File: config.mk
export PLATFORM = sky130hd
export DESIGN_NAME = jt10_adpcma_ctl
export DESIGN_NICKNAME = d
export VERILOG_FILES = /design/src/rtl/jt10_adpcma_pkg.sv /design/src/rtl/jt10_adpcma_slot.sv /design/src/rtl/jt10_adpcma_ctl.sv
export SDC_FILE = /design/constraint.sdc
export NUM_CORES = 1
export LEC_CHECK = 0
export ABC_CLOCK_PERIOD_IN_PS = 2000
export CELL_PAD_IN_SITES_DETAIL_PLACEMENT = 1
export CELL_PAD_IN_SITES_GLOBAL_PLACEMENT = 1
export CORE_MARGIN = 5
export CORE_UTILIZATION = 47
export DETAILED_ROUTE_END_ITERATION = 12
export DONT_BUFFER_PORTS = 1
export PLACE_DENSITY = 0.84
export SETUP_SLACK_MARGIN = 0.02
export SLEW_MARGIN = 25
export SYNTH_ARGS = -nofsm -noshare
export SYNTH_HDL_FRONTEND = slang
export SYNTH_SLANG_ARGS = --single-unit
File: constraint.sdc
create_clock -name clk -period 2 [get_ports clk]
set_input_delay 0.2 -clock clk [delete_from_list [all_inputs] [get_ports clk]]
set_output_delay 0.2 -clock clk [all_outputs]
set_load 0.02 [all_outputs]
File: src/rtl/jt10_adpcma_pkg.sv
// ---------------------------------------------------------------------------
// jt10_adpcma_pkg
// Shared definitions for the ADPCM-A control front-end:
//   - channel count / rate divider constants
//   - CPU register map bases
//   - channel index type and register decode helper
// ---------------------------------------------------------------------------
package jt10_adpcma_pkg;

    localparam int unsigned NCH  = 6;
    localparam int unsigned DIVN = 3;

    typedef logic [2:0] ch_t;

    localparam ch_t        LAST_CH    = 3'(NCH - 1);
    localparam logic [1:0] LAST_ROUND = 2'(DIVN - 1);

    // Register map bases; the low 3 address bits select the channel
    localparam logic [7:0] KEY_ADDR     = 8'h00;
    localparam logic [7:0] START_L_BASE = 8'h10;
    localparam logic [7:0] START_H_BASE = 8'h18;
    localparam logic [7:0] END_L_BASE   = 8'h20;
    localparam logic [7:0] END_H_BASE   = 8'h28;

    typedef enum logic [2:0] {
        REG_NONE,
        REG_KEY,
        REG_START_L,
        REG_START_H,
        REG_END_L,
        REG_END_H
    } reg_kind_e;

    typedef struct packed {
        reg_kind_e kind;
        ch_t       idx;
    } reg_dec_t;

    // Classify a CPU address; channel indices above LAST_CH decode as REG_NONE
    function automatic reg_dec_t decode_addr(input logic [7:0] addr);
        reg_dec_t d;
        d.kind = REG_NONE;
        d.idx  = addr[2:0];
        if (addr == KEY_ADDR) begin
            d.kind = REG_KEY;
        end else if (addr[2:0] <= LAST_CH) begin
            case ({addr[7:3], 3'b000})
                START_L_BASE: d.kind = REG_START_L;
                START_H_BASE: d.kind = REG_START_H;
                END_L_BASE:   d.kind = REG_END_L;
                END_H_BASE:   d.kind = REG_END_H;
                default:      d.kind = REG_NONE;
            endcase
        end
        return d;
    endfunction

    function automatic ch_t next_ch(input ch_t c);
        return (c == LAST_CH) ? '0 : c + 3'd1;
    endfunction

endpackage

File: src/rtl/jt10_adpcma_slot.sv
// ---------------------------------------------------------------------------
// jt10_adpcma_slot
// Slot rotation for the ADPCM-A pipeline: channel slot counter 0..NCH-1 and
// a round counter that advances on each slot wrap. div3 marks the last round.
// Ports:
//   i_clk, i_rst_n  clock, asynchronous active-low reset
//   i_cen           advance enable
//   o_ch_next       slot that becomes current on the next cen (combinational)
//   o_ch            current slot (registered)
//   o_div3          high during round DIVN-1 (registered)
// ---------------------------------------------------------------------------
module jt10_adpcma_slot
    import jt10_adpcma_pkg::*;
(
    input  logic i_clk,
    input  logic i_rst_n,
    input  logic i_cen,
    output ch_t  o_ch_next,
    output ch_t  o_ch,
    output logic o_div3
);

    ch_t        r_ch;
    logic [1:0] r_round;
    logic       r_div3;
    ch_t        w_ch_next;
    logic [1:0] w_round_next;

    always_comb begin
        w_ch_next    = next_ch(r_ch);
        w_round_next = r_round;
        if (r_ch == LAST_CH) begin
            w_round_next = (r_round == LAST_ROUND) ? '0 : r_round + 2'd1;
        end
    end

    always_ff @(posedge i_clk or negedge i_rst_n) begin
        if (!i_rst_n) begin
            r_ch    <= '0;
            r_round <= '0;
            r_div3  <= 1'b0;
        end else if (i_cen) begin
            r_ch    <= w_ch_next;
            r_round <= w_round_next;
            // registered from the next round value so it tracks r_round exactly
            r_div3  <= (w_round_next == LAST_ROUND);
        end
    end

    assign o_ch_next = w_ch_next;
    assign o_ch      = r_ch;
    assign o_div3    = r_div3;

endmodule

File: src/rtl/jt10_adpcma_ctl.sv
// ---------------------------------------------------------------------------
// jt10_adpcma_ctl
// Register front-end and slot scheduler for the 6-channel ADPCM-A address
// counter. CPU writes fill per-channel shadow start/end registers and key
// on/off requests; each pending update is issued only in its channel's slot.
// Ports:
//   rst_n, clk          asynchronous active-low reset, clock
//   cen                 slot pipeline clock enable
//   cpu_we/addr/din     register write port (captured on every clk)
//   done, ch_done       end-of-sample pulse and its channel
//   flag_clr            per-channel level clear for flags
//   addr_in             start/end address for the current slot
//   up_start, up_end    load strobes for the current slot
//   aon, aoff           key-on / key-off for the current slot
//   ch                  channel owning the current slot
//   div3                rate divider qualifier
//   flags               sticky end-of-sample flags
//   busy                any update still pending
// ---------------------------------------------------------------------------
module jt10_adpcma_ctl
    import jt10_adpcma_pkg::*;
(
    input  logic        rst_n,
    input  logic        clk,
    input  logic        cen,
    input  logic        cpu_we,
    input  logic [7:0]  cpu_addr,
    input  logic [7:0]  cpu_din,
    input  logic        done,
    input  logic [2:0]  ch_done,
    input  logic [5:0]  flag_clr,
    output logic [15:0] addr_in,
    output logic        up_start,
    output logic        up_end,
    output logic        aon,
    output logic        aoff,
    output logic [2:0]  ch,
    output logic        div3,
    output logic [5:0]  flags,
    output logic        busy
);

    logic [15:0]    r_start [NCH];
    logic [15:0]    r_end   [NCH];
    logic [NCH-1:0] r_pend_start, r_pend_end, r_pend_on, r_pend_off;
    logic [15:0]    r_addr;
    logic           r_up_start, r_up_end, r_aon, r_aoff;
    logic [5:0]     r_flags;

    reg_dec_t       w_dec;
    ch_t            w_ch_next;
    ch_t            w_ch;
    logic           w_div3;
    logic [NCH-1:0] w_set_start, w_set_end, w_key_on, w_key_off;
    logic [NCH-1:0] w_clr_start, w_clr_end, w_clr_on, w_clr_off;
    logic           w_iss_start, w_iss_end, w_iss_on, w_iss_off;
    logic [5:0]     w_flag_set;

    jt10_adpcma_slot u_slot (
        .i_clk     (clk),
        .i_rst_n   (rst_n),
        .i_cen     (cen),
        .o_ch_next (w_ch_next),
        .o_ch      (w_ch),
        .o_div3    (w_div3)
    );

    // CPU write decode: pending-set vectors
    always_comb begin
        w_dec       = decode_addr(cpu_addr);
        w_set_start = '0;
        w_set_end   = '0;
        w_key_on    = '0;
        w_key_off   = '0;
        if (cpu_we) begin
            case (w_dec.kind)
                REG_KEY: begin
                    if (cpu_din[7]) w_key_off = cpu_din[5:0];
                    else            w_key_on  = cpu_din[5:0];
                end
                REG_START_L, REG_START_H: w_set_start[w_dec.idx] = 1'b1;
                REG_END_L, REG_END_H:     w_set_end[w_dec.idx]   = 1'b1;
                default: ;
            endcase
        end
    end

    // Issue decision for the slot about to become current. A pending start
    // blocks both end (shared addr_in) and key-on (restart must load start).
    always_comb begin
        w_iss_start = cen & r_pend_start[w_ch_next];
        w_iss_end   = cen & r_pend_end[w_ch_next] & ~r_pend_start[w_ch_next];
        w_iss_on    = cen & r_pend_on[w_ch_next]  & ~r_pend_start[w_ch_next];
        w_iss_off   = cen & r_pend_off[w_ch_next];
        w_clr_start = '0;
        w_clr_end   = '0;
        w_clr_on    = '0;
        w_clr_off   = '0;
        w_clr_start[w_ch_next] = w_iss_start;
        w_clr_end[w_ch_next]   = w_iss_end;
        w_clr_on[w_ch_next]    = w_iss_on;
        w_clr_off[w_ch_next]   = w_iss_off;
    end

    always_comb begin
        w_flag_set = '0;
        if (cen && done && (ch_done <= LAST_CH)) begin
            w_flag_set[ch_done] = 1'b1;
        end
    end

    // Shadow address registers; a rewrite simply overwrites the byte
    always_ff @(posedge clk or negedge rst_n) begin
        if (!rst_n) begin
            for (int unsigned i = 0; i < NCH; i++) begin
                r_start[i] <= '0;
                r_end[i]   <= '0;
            end
        end else if (cpu_we) begin
            case (w_dec.kind)
                REG_START_L: r_start[w_dec.idx][7:0]  <= cpu_din;
                REG_START_H: r_start[w_dec.idx][15:8] <= cpu_din;
                REG_END_L:   r_end[w_dec.idx][7:0]    <= cpu_din;
                REG_END_H:   r_end[w_dec.idx][15:8]   <= cpu_din;
                default: ;
            endcase
        end
    end

    // Pending bits: the set term is OR-ed last so a same-clk write survives
    // the issue clear. A key write also cancels the opposite key request.
    always_ff @(posedge clk or negedge rst_n) begin
        if (!rst_n) begin
            r_pend_start <= '0;
            r_pend_end   <= '0;
            r_pend_on    <= '0;
            r_pend_off   <= '0;
        end else begin
            r_pend_start <= (r_pend_start & ~w_clr_start) | w_set_start;
            r_pend_end   <= (r_pend_end   & ~w_clr_end)   | w_set_end;
            r_pend_on    <= (r_pend_on  & ~w_clr_on  & ~w_key_off) | w_key_on;
            r_pend_off   <= (r_pend_off & ~w_clr_off & ~w_key_on)  | w_key_off;
        end
    end

    // Slot outputs, registered together with the slot counter
    always_ff @(posedge clk or negedge rst_n) begin
        if (!rst_n) begin
            r_addr     <= '0;
            r_up_start <= 1'b0;
            r_up_end   <= 1'b0;
            r_aon      <= 1'b0;
            r_aoff     <= 1'b0;
        end else if (cen) begin
            r_up_start <= w_iss_start;
            r_up_end   <= w_iss_end;
            r_aon      <= w_iss_on;
            r_aoff     <= w_iss_off;
            if (w_iss_start)    r_addr <= r_start[w_ch_next];
            else if (w_iss_end) r_addr <= r_end[w_ch_next];
        end
    end

    always_ff @(posedge clk or negedge rst_n) begin
        if (!rst_n) r_flags <= '0;
        else        r_flags <= (r_flags & ~flag_clr) | w_flag_set;
    end

    assign addr_in  = r_addr;
    assign up_start = r_up_start;
    assign up_end   = r_up_end;
    assign aon      = r_aon;
    assign aoff     = r_aoff;
    assign ch       = w_ch;
    assign div3     = w_div3;
    assign flags    = r_flags;
    assign busy     = |{r_pend_start, r_pend_end, r_pend_on, r_pend_off};

endmodule

==> results.yml <==
cts:
  cts_tree: "built"
  hold_buffers: 29
  htree_levels: 1
  cts_root_buf: "clkbuf_16"
  cts_made_buffers: 27
  clk_pin_slew_ps: 70
  clk-insertion-delay-late_ps: 550
  cts.sinks: 248
  clock_path_buffers: 3
setup_path:
  path_cells: "buf_6 -> mux2i_2 -> mux4_2 -> nor2_4 -> buf_6 -> o211ai_1 -> o221a_2"
  arrival_ps: 2560
  crit_family: "multiplexers"
  worst-path-buf-inv: 2
  path_class: "flip-flop to flip-flop"
  cp.depth: 7
  startpoint_type: "flip-flop"
  cpMostUsedCell: "buf_6"
  cpPeakStageDelay_ps: 540
  reg2regPathDepth: 7
  worstPathRequired_ps: 2420
  worst_path_max_delay_cell: "mux4_2"
  crit_path_end_kind: "flip-flop"
  worstPathMaxFanout: 6
power:
  p_total_mw: 16.5
  switching_share_pct: 35.5
  power_frac_seq_pct: 37.9
  switchingPower_mw: 5.85
  leakage_nw: 6.59
  p_int_mw: 10.6
  p_comb_share_pct: 30.5
  ir_drop_mv: 0.847
  p_per_area_mw_per_mm2: 1170
  power_frac_clock_pct: 31.6
synthesis:
  syn_nets: 974
  synth_flop_cell: "dfrtp_1"
  netlist_top_cells_count: "dfrtp_1, mux2_2, nand2_1"
  synth_top_area_cell: "dfrtp_1"
  synth.most_common_cell: "dfrtp_1"
  synth.ff_latch_count: 248
  synth_cells: 944
  yosysTopAreaCellShare_pct: 53.7
  syn_area_per_cell_um2: 12.3
  yosys-top-cells-area: "dfrtp_1, mux2_2, mux2i_1"
  synth_cell_types: 53
  synthArstFlopShare_pct: 100
  yosysSeqAreaShare_pct: 53.7
  synth_edf_count: 0
  synth-warning-count: 0
  syn_area_mm2: 0.0116
global_route:
  grt_remaining_overflow: 0
  grt_max_degree: 249
  first_global_vias: 9708
  grt_pass1_wl_um: 60000
  grt.total_usage_pct: 27.2
  antenna_found_initial: 0
floorplan:
  fp-row-count: 57
  initial_core_util_pct: 47.7
  die_w_um: 167
  dieArea_mm2: 0.0278
  fp.coreArea_mm2: 0.0242
  io_pins: 61
  die_h_um: 167
final_layout:
  fin_nets: 1055
  area_delta_synth_final_pct: 21.5
  antenna_cells: 0
  drive_above_1_share_pct: 38.2
  final_area_mm2: 0.0141
sta:
  maxSlewViolCount: 0
  hold_ws_ps: -645
  fin_ws_ps: -136
  setup_viol: 21
  min_period_ps: 2140
  hold_violations: 248
  rsz0062_at_grt: "true"
  finalCritPeriodShare_pct: 107
  max-slew-margin-rel_pct: 30.6
  finClkSkew_ps: 18.2
  fmax_mhz: 468
  worstMarginPinSlew_ps: 1040
placement:
  numPortBuffers: 0
  place_area_mm2: 0.0126
  hpwl_um: 23000
  place.gp.congestion: 0.855
  place_ws_ps: -115
routing:
  drt_iter0_drc: 963
  vias: 8772
  final_antenna_net_count: 0
  drc: 0
  drt_pass1_iterations: 5
  viasPerCell: 6.41
  wl_per_cell_um: 28.2
  routed_wirelength_um: 38500
run:
  drv_cap: 0
outcome:
  status: "complete, but fails checks"
  violations: "negative hold slack, negative setup slack"
worst_hold_path:
  hp-class: "input pin to asynchronous set/reset pin"
## power groups by stage
| stage | logic (mW) | registers (mW) | clock network (mW) |
|---|---|---|---|
| floorplan | 2.77 | 6.09 | 0 |
| global placement | 4.18 | 6.27 | 0 |
| detailed placement | 4.33 | 6.28 | 0 |
| CTS | 4.75 | 6.22 | 5.24 |
| global route | 5.25 | 6.29 | 5.49 |
| finish | 5.02 | 6.24 | 5.21 |
## sequential cells by signal (all words and copies together) (netlist names)
name,count
u_slot.o_ch,3
r_pend_end,6
flags,6
r_start,96
r_pend_start,6
up_end,1
r_pend_off,6
up_start,1
u_slot.o_div3,1
r_end,96
aon,1
aoff,1
u_slot.r_round,2
addr_in,16
r_pend_on,6
## per-layer routing
metal / track usage (%) / vias to the layer above / routed length [µm]
met2: 46.6 / 368 / 19300
met1: 34.3 / 4657 / 15300
met4: 10.0 / 0 / 1470
li1: - / 3647 / -
met3: 5.55 / 100 / 2490
met5: 0 / - / 0
## placed cells by master, fill, tap and decap left out, types with 12 or more instances in the layout
cell,Yosys,routed
a221oi_1,25,23
o221ai_1,13,12
inv_1,15,15
a22oi_1,21,21
a21oi_1,22,20
nand2b_1,13,13
nand2_1,72,72
mux2i_1,37,36
buf_12,0,25
o211ai_1,17,17
mux2_2,198,195
dlygate4sd3_1,0,22
clkbuf_16,0,27
buf_4,0,70
nor2_1,27,23
o21ai_0,28,26
dfrtp_1,248,245
## final timing paths
path                                  end      startpoint  slack, ps
setup / recovery               addr_in[4]  u_slot.o_ch[1]       -140
hold / removal                r_start[68]           rst_n       -640
setup reg to reg               addr_in[4]  u_slot.o_ch[1]       -140
hold reg to reg                 r_end[68]       r_end[68]        500
max in group asynchronous  u_slot.o_ch[1]           rst_n       2200
min in group clk             r_pend_on[0]      cpu_din[0]          0
## layout make-up
type	count	area (µm²)
Sequential cell	248	6210
Inverter	17	63.8
Clock inverter	8	98.8
Timing Repair Buffer	127	1350
Fill cell	2407	10200
Tap cell	324	405
Multi-Input combinational cell	604	5100
Clock buffer	41	828
## logic make-up after synthesis
kind of cell	after synthesis	synth area share (%)
flops	248	53.7
mux	237	22.9
compound gates	184	12.1
simple gates	182	8.11
buf+inv	92	3.19
xor+xnor	1	0.0757
## stage by stage
step	TNS (ps)	cells	util [%]
global route	-2730	1369	58.0
floorplan	-2010	944	-
detailed placement	-1810	1284	52.1
CTS	-1060	1364	57.7
finish	-1490	1369	58.0
global placement	-55.8	1284	52.1
## repair_timing
item / 4_1_cts / 5_1_grt
setup buffers: 1 / 5
endpoints found under the setup margin: 30 / 35
pin swaps: 2 / 1
gates resized for setup: 17 / 11
hold endpoints to repair: 471 / 248
cloned: 1 / 0
Power figures use the tool's default switching activity.
